**config.mk**
```make
export PLATFORM = sky130hd
export DESIGN_NAME = apb_slave_regfile
export DESIGN_NICKNAME = d
export VERILOG_FILES = /design/src/rtl/apb_slave_regfile.sv
export SDC_FILE = /design/constraint.sdc
export NUM_CORES = 1
export LEC_CHECK = 0
export CORE_ASPECT_RATIO = 0.6
export CORE_MARGIN = 1.5
export CORE_UTILIZATION = 43
export CTS_BUF_LIST = sky130_fd_sc_hd__clkbuf_8
export CTS_CLUSTER_SIZE = 20
export DETAILED_ROUTE_END_ITERATION = 7
export PLACE_DENSITY_LB_ADDON = 0.08
export SLEW_MARGIN = 15
export SYNTH_ARGS = -nofsm -noshare
export SYNTH_HDL_FRONTEND = slang
export SYNTH_SLANG_ARGS = --single-unit
```
**constraint.sdc**
```tcl
create_clock -name PCLK -period 5.7 [get_ports PCLK]
set_clock_uncertainty 0.05 [all_clocks]
set_input_delay 0.57 -clock PCLK [delete_from_list [all_inputs] [get_ports PCLK]]
set_output_delay 0.57 -clock PCLK [all_outputs]
set_load 0.01 [all_outputs]
```
**src/rtl/apb_slave_regfile.sv**
```systemverilog
// APB completer holding NUM_REGS word registers; register 0 is a read-only ID word.
// Latency: the access phase lasts WAIT_CYC+1 cycles; PRDATA/PREADY/PSLVERR are registered.
// Backpressure: PREADY is held low for WAIT_CYC access cycles; dropping PSEL aborts the transfer.
//
// Ports:
//   PCLK, PRESETn                      clock and asynchronous active-low reset
//   PSEL/PENABLE/PWRITE/PADDR/PWDATA   APB request from the master
//   WAIT_CYC_slv_i                     wait states for this transfer, sampled in setup
//   PRDATA/PREADY/PSLVERR              registered APB response
module apb_slave_regfile #(
    parameter int                    DATA_WIDTH = 32,
    parameter int                    ADDR_WIDTH = 32,
    parameter int                    NUM_REGS   = 16,
    parameter logic [DATA_WIDTH-1:0] ID_VALUE   = 32'hA0B0_0001
) (
    input  logic                  PCLK,
    input  logic                  PRESETn,
    input  logic                  PSEL_slv_i,
    input  logic                  PENABLE_slv_i,
    input  logic                  PWRITE_slv_i,
    input  logic [ADDR_WIDTH-1:0] PADDR_slv_i,
    input  logic [DATA_WIDTH-1:0] PWDATA_slv_i,
    input  logic [3:0]            WAIT_CYC_slv_i,
    output logic [DATA_WIDTH-1:0] PRDATA_slv_o,
    output logic                  PREADY_slv_o,
    output logic                  PSLVERR_slv_o
);

    localparam int IDX_W = (NUM_REGS > 1) ? $clog2(NUM_REGS) : 1;
    localparam int WIDX  = ADDR_WIDTH - 2;

    typedef enum logic [1:0] {
        ST_IDLE = 2'd0,
        ST_WAIT = 2'd1,
        ST_RESP = 2'd2
    } state_t;

    state_t                state_q, state_d;
    logic [3:0]            cnt_q, cnt_d;
    logic                  ready_q, ready_d;
    logic                  slverr_q, slverr_d;
    logic [DATA_WIDTH-1:0] rdata_q, rdata_d;

    // Setup-phase latch: the access phase never looks at the live bus.
    logic [IDX_W-1:0]      idx_q;
    logic                  wr_q;
    logic                  err_q;
    logic [DATA_WIDTH-1:0] wdata_q;
    logic                  latch_en;
    logic                  wr_en;

    logic [DATA_WIDTH-1:0] regs_q [NUM_REGS];

    // Live decode of the request currently on the bus.
    logic [WIDX-1:0] idx_in;
    logic            err_in;
    assign idx_in = PADDR_slv_i[ADDR_WIDTH-1:2];
    assign err_in = (PADDR_slv_i[1:0] != 2'b00)
                  | (idx_in >= WIDX'(NUM_REGS))
                  | (PWRITE_slv_i & (idx_in == '0));

    // Read word: the zero-wait path uses the live decode because the latch
    // only loads on the same edge that drives the response.
    logic [IDX_W-1:0]      sel_idx;
    logic                  sel_err;
    logic [DATA_WIDTH-1:0] rd_word;
    always_comb begin
        sel_idx = idx_q;
        sel_err = err_q;
        if (state_q == ST_IDLE) begin
            sel_idx = idx_in[IDX_W-1:0];
            sel_err = err_in;
        end
        rd_word = '0;
        if (!sel_err) begin
            rd_word = (sel_idx == '0) ? ID_VALUE : regs_q[sel_idx];
        end
    end

    always_comb begin
        state_d  = state_q;
        cnt_d    = cnt_q;
        ready_d  = ready_q;
        slverr_d = slverr_q;
        rdata_d  = rdata_q;
        latch_en = 1'b0;
        wr_en    = 1'b0;
        case (state_q)
            ST_IDLE: begin
                ready_d  = 1'b0;
                slverr_d = 1'b0;
                if (PSEL_slv_i && !PENABLE_slv_i) begin
                    latch_en = 1'b1;
                    if (WAIT_CYC_slv_i == 4'd0) begin
                        state_d  = ST_RESP;
                        ready_d  = 1'b1;
                        slverr_d = err_in;
                        if (!PWRITE_slv_i) begin
                            rdata_d = rd_word;
                        end
                    end else begin
                        cnt_d   = WAIT_CYC_slv_i;
                        state_d = ST_WAIT;
                    end
                end
            end
            ST_WAIT: begin
                if (!PSEL_slv_i) begin
                    state_d  = ST_IDLE;
                    cnt_d    = 4'd0;
                    ready_d  = 1'b0;
                    slverr_d = 1'b0;
                end else if (PENABLE_slv_i) begin
                    cnt_d = cnt_q - 4'd1;
                    if (cnt_q == 4'd1) begin
                        state_d  = ST_RESP;
                        ready_d  = 1'b1;
                        slverr_d = err_q;
                        if (!wr_q) begin
                            rdata_d = rd_word;
                        end
                    end
                end
            end
            ST_RESP: begin
                if (!PSEL_slv_i) begin
                    state_d  = ST_IDLE;
                    ready_d  = 1'b0;
                    slverr_d = 1'b0;
                end else if (PENABLE_slv_i && ready_q) begin
                    wr_en    = wr_q & ~err_q;
                    state_d  = ST_IDLE;
                    ready_d  = 1'b0;
                    slverr_d = 1'b0;
                end
            end
            default: begin
                state_d  = ST_IDLE;
                ready_d  = 1'b0;
                slverr_d = 1'b0;
            end
        endcase
    end

    always_ff @(posedge PCLK or negedge PRESETn) begin
        if (!PRESETn) begin
            state_q  <= ST_IDLE;
            cnt_q    <= 4'd0;
            ready_q  <= 1'b0;
            slverr_q <= 1'b0;
            rdata_q  <= '0;
            idx_q    <= '0;
            wr_q     <= 1'b0;
            err_q    <= 1'b0;
            wdata_q  <= '0;
        end else begin
            state_q  <= state_d;
            cnt_q    <= cnt_d;
            ready_q  <= ready_d;
            slverr_q <= slverr_d;
            rdata_q  <= rdata_d;
            if (latch_en) begin
                idx_q   <= idx_in[IDX_W-1:0];
                wr_q    <= PWRITE_slv_i;
                err_q   <= err_in;
                wdata_q <= PWDATA_slv_i;
            end
        end
    end

    // Entry 0 is never written; reads of index 0 are served by ID_VALUE.
    always_ff @(posedge PCLK or negedge PRESETn) begin
        if (!PRESETn) begin
            for (int i = 0; i < NUM_REGS; i++) begin
                regs_q[i] <= '0;
            end
        end else if (wr_en) begin
            regs_q[idx_q] <= wdata_q;
        end
    end

    assign PRDATA_slv_o  = rdata_q;
    assign PREADY_slv_o  = ready_q;
    assign PSLVERR_slv_o = slverr_q;

endmodule

```
==> metrics.md, run 1 <==
| Metric | Value |
|---|---|
| Post-synthesis register bit count | 584 |
| Synth Area per Inst | 12.3 sq um |
| Placement row count | 70 |
| Final net count | 2287 |
| RSZ-0062 raised after global routing | false |
| Post-synth EDFFs | 0 |
| Largest net degree at the start of global routing | 177 |
| TritonCTS clock tree | done |
| Layout cells sized above 1 | 33.0% |
| Fin crit period | 3620 ps |
| Vias in the first global route | 18500 |
| Most frequent cells in the layout | dfrtp_1, mux2_2, nand2_1, clkbuf_8, clkdlybuf4s50_1 |
| Gp weighted congestion | 0.782 |
| Worst-path clk slew | 70 ps |
| Mapped cell area | 0.0264 sq mm |
| Least-Margin Pin Slew | 1190 ps |
| Predominant post-synthesis flop cell | dfrtp_1 |
| Drt drc | 0 |
| Post-synthesis sequential area ratio | 55.4% |
| Final hold violation count | 0 |
| FMAX | 0.277 GHz |
| Post-route setup TNS | 0 ps |
| Antenna Nets Post-Route | 0 |
| Reg area | 0.0146 sq mm |
| Final period util | 63.4% |
| Status | finished, final reports clean |
| GRT Util Overall | 24.5% |
| # placed instances | 2949 |
| Detailed Place HPWL | 42100 microns |
| Async SR Flop Fraction | 100% |
| 1st-iter DRT viols | 1064 |
| PortBufs | 106 |
| Post-Syn Nets | 2217 |
| Critical path cell sequence | nor2_1 -> a21o_2 -> buf_4 -> nor3_1 -> or2_1 -> buf_4 -> o31ai_1 |
| Synth unique cells | 52 |
| Clock Latency Late Sink | 710 ps |
| N_diodes | 0 |
| Die Area | 0.0628 sq mm |
| Fillcell total | 5452 |
| Max_cap viols | 0 |
| Max_slew headroom | 20.2% |
| Routed wire length | 75700 microns |
| Grt total ovfl | 0 |
| Yosys top cell area share | 55.4% |
| Die Width | 323 microns |
| Vias per inst | 5.72 |
| Crit Path Category | flop to flop |
| Initial antenna violation count | 1 |
| Leakage power figure | 0.0139 uW |
| # setup viols final | 0 |
| Area contributors post-synth | dfrtp_1, mux2_2, nand2_1 |
| CTS root buffer | clkbuf_8 |
| Multi-input logic area | 0.0111 sq mm |
| Boundary Pins | 107 |
| Worst Path Required | 6220 ps |
| Drt pass-1 iters | 5 |
| Slowest stage cell, crit path | buf_4 |
| First-pass GRT wire length | 116000 microns |
| Worst path max stage delay | 700 ps |
| Most common cell after layout, fill and taps aside | dfrtp_1 |
| Critical Path Fanout Max | 47 |
| Post-synth top area cell | dfrtp_1 |
| Final Slew Violations | 0 |
| Clk sinks | 584 |
| Worst path most repeated cell | buf_4 |
| Maximum VDD drop | 0.000195 V |
| DR vias | 17700 |
| HP Class | primary input to asynchronous set/reset pin |
| Synthesis-to-finish area growth | 13.9% |
| Deepest clock path buffer count | 3 |
| PwrDens | 323 mW/mm^2 |
| Core area | 0.0608 sq mm |
| Mean routed wirelength per cell | 24.4 microns |
| Synth Warn # | 0 |
| Non-filler cells, final | 3100 |
| Crit end category | flop |
| Arrival time worst endpoint | 4140 ps |
| R2R depth | 7 |
| Starting Density | 43.4% |
| H-Tree Depth | 3 |
| Post-Syn Instances | 2142 |
| Die height | 195 microns |
| Total CTS buffers | 88 |
| Critical Path Start Type | flop |
synthesized netlist by cell type (3+ instances only):
cell type / n
dfrtp_1: 584
mux2_2: 532
nand2_1: 339
mux2i_1: 97
clkbuf_1: 82
buf_2: 70
nand3_1: 63
a21oi_1: 61
nor4_1: 35
a31oi_1: 33
a32oi_1: 32
nor2_1: 28
o22ai_1: 27
o31ai_1: 26
buf_4: 17
mux2_1: 15
o21ai_0: 10
nor3_1: 9
o221ai_1: 8
inv_1: 7
a31o_2: 6
o21ai_1: 6
o22a_1: 6
nand2b_1: 5
and2_1: 3
nand3b_1: 3
nor3b_1: 3
worst paths after layout:
kind / start / to / slack (ps)
setup / recovery: state_q[0] / PRDATA_slv_o[19] / 2080
hold / removal: PRESETn / PRDATA_slv_o[6] / 400
setup reg to reg: state_q[0] / PRDATA_slv_o[19] / 2080
hold reg to reg: PRDATA_slv_o[5] / PRDATA_slv_o[5] / 440
max in group asynchronous: PRESETn / regs_q[77] / 3510
min in group PCLK: PWDATA_slv_i[21] / wdata_q[21] / 430
worst max-delay path: cells and delay by family, from the launching register on:
| kind | cells | cell delay, ps |
|---|---|---|
| AOI/OAI and AO/OA | 2 | 960 |
| buffers and inverters | 2 | 1010 |
| DFF | 1 | 590 |
| and+or+nand+nor | 3 | 870 |
report_power, final:
part / total, uW / switching, uW / leakage, uW / internal (uW)
combinational: 1510 / 1030 / 0.00487 / 484
sequential: 4660 / 408 / 0.00806 / 4250
clock: 3510 / 1680 / 0.000991 / 1830
total: 9690 / 3120 / 0.0139 / 6560
cells by family (layout without fill, tap and decap cells):
logic type               after synthesis  in the layout  synth area share (%)
buffers and inverters                180            310                  3.25
multiplexers                         645            645                  27.1
AND/OR/NAND/NOR                      504            504                  8.28
AO/OA/AOI/OAI                        227            227                  5.79
adder cells (fa/ha/maj)                2              2                0.0949
flip-flops                           584            584                  55.4
through the flow:
| step | hold slack, ps | power (uW) | worst slack (ps) | utilization, % | cell area [sq um] |
|---|---|---|---|---|---|
| final | 403 | 9690 | 2080 | 49.4 | 30000 |
| after global routing | 398 | 10100 | 1840 | 49.4 | 30000 |
| after CTS | 366 | 9780 | 2080 | 49.4 | 30000 |
| after detailed placement | 430 | 6240 | 1870 | 46.5 | 28200 |
| after global placement | 423 | 6230 | 1920 | 46.5 | 28200 |
| after floorplan | 224 | 5430 | 3360 | - | 26400 |
final cells by class:
class | instances | area share [%]
flip-flops and latches | 584 | 48.7
multi-input cells | 1378 | 36.9
clock buffers | 117 | 5.36
repair buffers | 153 | 4.99
well taps | 828 | 3.45
clock inverters | 33 | 0.538
inverters | 7 | 0.0875
state kept, by name (all words and copies together) (netlist names):
signal / flops
err_q: 1
PRDATA_slv_o: 32
PREADY_slv_o: 1
wr_q: 1
PSLVERR_slv_o: 1
state_q: 2
wdata_q: 32
regs_q: 506
idx_q: 4
cnt_q: 4
timing repair:
item,4_1_cts,5_1_grt
hold buffers,1,0
resized for setup,0,0
setup buffers,0,0
hold endpoints to repair,91,0
per-layer routing:
layer | part of all wire (%) | up-vias | track usage, %
li1 | - | 7785 | -
met1 | 50 | 9418 | 37.7
met2 | 43 | 422 | 35.7
met3 | 4.5 | 114 | 3.99
met4 | 2.1 | 0 | 6.35
met5 | 0 | - | 0
Power figures use the tool's default switching activity.
==> run 2, diff against run 1 <==
clock period = 3.1 ns   (was 5.7 ns; I/O delays follow)
==> run 2 against run 1 <==
  * Utilization grew 1.3 points
  * Worst setup slack lost 1800 ps
  * Die area is the same
  * Routed wire length is essentially flat
  * Design area grew 2.7%
  * Clock power grew 92%
  * Clock-buffer cell count is the same
  * First-iteration DRC count grew 17%
  * Hold slack lost 240 ps
  * Critical endpoint is now regs_q[420]
  * Largest cell class unchanged
==> metrics.md, run 2 (synthesis gave the netlist of run 1 again) <==
| Metric | Value |
|---|---|
| Mean routed wirelength per cell | 24.0 microns |
| Max_cap viols | 0 |
| Crit end category | flop |
| Clock Latency Late Sink | 710 ps |
| Maximum VDD drop | 0.000458 V |
| Largest net degree at the start of global routing | 76 |
| GRT Util Overall | 24.7% |
| Drt pass-1 iters | 5 |
| # placed instances | 2987 |
| Arrival time worst endpoint | 3310 ps |
| Placement row count | 70 |
| 1st-iter DRT viols | 1242 |
| Dpl ws | 154 ps |
| Routed wire length | 75800 microns |
| Critical Path Fanout Max | 32 |
| Critical path buffer and inverter count | 1 |
| Largest register FFs | 506 |
| Power, Total | 18300 uW |
| Die Area | 0.0628 sq mm |
| TritonCTS clock tree | done |
| Vias in the first global route | 18400 |
| H-Tree Depth | 3 |
| Final period util | 89.7% |
| RSZ-0062 raised after global routing | false |
| Least-Margin Pin Slew | 767 ps |
| Post-route setup TNS | 0 ps |
| Die Width | 323 microns |
| PwrDens | 594 mW/mm^2 |
| Gp weighted congestion | 0.784 |
| Final net count | 2326 |
| Non-filler cells, final | 3151 |
| Clk sinks | 584 |
| Grt total ovfl | 0 |
| # setup viols final | 0 |
| Antenna Nets Post-Route | 0 |
| Crit Path Category | flop to flop |
| Worst path max stage delay | 630 ps |
| Final Slew Violations | 0 |
| Layout cells sized above 1 | 34.2% |
| Critical Path Start Type | flop |
| Most frequent cells in the layout | dfrtp_1, mux2_2, nand2_1, clkbuf_8, clkdlybuf4s50_1 |
| Max_slew headroom | 48.9% |
| Final hold violation count | 0 |
| CP delay by family, top | simple AND/OR/NAND/NOR gates |
| PortBufs | 106 |
| Initial antenna violation count | 1 |
| R2R Setup Slk | 320 ps |
| Synthesis-to-finish area growth | 16.9% |
| Vias per inst | 5.65 |
| Starting Density | 43.4% |
| Total CTS buffers | 89 |
| Detailed Place HPWL | 44500 microns |
| Die height | 195 microns |
| Worst-path clk slew | 60 ps |
| Fin crit period | 2780 ps |
| N_diodes | 0 |
| Setup ws final | 318 ps |
| Worst Path Required | 3630 ps |
| HP Class | primary input to flop |
| Drt drc | 0 |
| Core area | 0.0608 sq mm |
| Leakage power figure | 0.0143 uW |
| Boundary Pins | 107 |
| First-pass GRT wire length | 116000 microns |
| FMAX | 0.359 GHz |
| Most common cell after layout, fill and taps aside | dfrtp_1 |
| Hold WS | 162 ps |
| CTS root buffer | clkbuf_8 |
| Largest Register | regs_q |
| Critical path cell sequence | nand3b_1 -> nor4_4 -> nand2_1 -> or4_2 -> buf_12 -> mux2_1 |
| Status | finished, final reports clean |
| # resized after CTS | 0 |
| DR vias | 17800 |
| Deepest clock path buffer count | 3 |
| Slowest stage cell, crit path | dfrtp_1 |
-- run 2: cell count changes in the layout (fill, tap and decap cells not counted) --
cell / previous run / this run
buf_12: 6 / 37
buf_4: 40 / 47
bufinv_16: 0 / 2
clkinv_2: 7 / 11
clkinv_8: 0 / 3
inv_1: 27 / 33
inv_6: 2 / 1
inv_8: 1 / 0
-- run 2: path summary, 6_finish.rpt --
check,startpoint,to,cells past startpoint
max reg2reg,state_q[1],regs_q[420],6
min reg2reg,regs_q[168],regs_q[168],1
max in group asynchronous,PRESETn,regs_q[186],3
max,state_q[1],regs_q[420],6
min,PWDATA_slv_i[20],wdata_q[20],2
min in group asynchronous,PRESETn,regs_q[355],2
-- run 2: layout make-up --
cell class,count,area (sq um)
clock buffers,117,1610
inverters,7,26.3
clock inverters,46,293
fillers,5413,30000
multi-input cells,1378,11100
repair buffers,191,2170
well taps,828,1040
flip-flops and latches,584,14600
-- run 2: repair_timing --
item,CTS,global route
endpoints found under the hold margin,64,0
setup buffers,0,0
hold buffers,1,0
-- run 2: power by group --
group	switching [uW]	leakage, uW	internal [uW]
sequential	737	0.00806	7820
combinational	1950	0.00517	1060
clock	3170	0.00108	3570
-- run 2: metal layers --
metal / vias up / wire (microns) / global-route usage [%]
met1: 9331 / 37900 / 38.3
met5: - / 0 / 0
li1: 7865 / - / -
met3: 105 / 4330 / 4.93
met4: 0 / 1420 / 6.31
met2: 514 / 32100 / 35.1
-- run 2: through the flow --
| stage | area (sq um) | utilization [%] |
|---|---|---|
| 2_1_floorplan | 26400 | - |
| 3_3_place_gp | 28900 | 47.6 |
| 3_5_place_dp | 28900 | 47.6 |
| 4_1_cts | 30800 | 50.7 |
| 5_1_grt | 30800 | 50.7 |
| 6_report | 30800 | 50.7 |
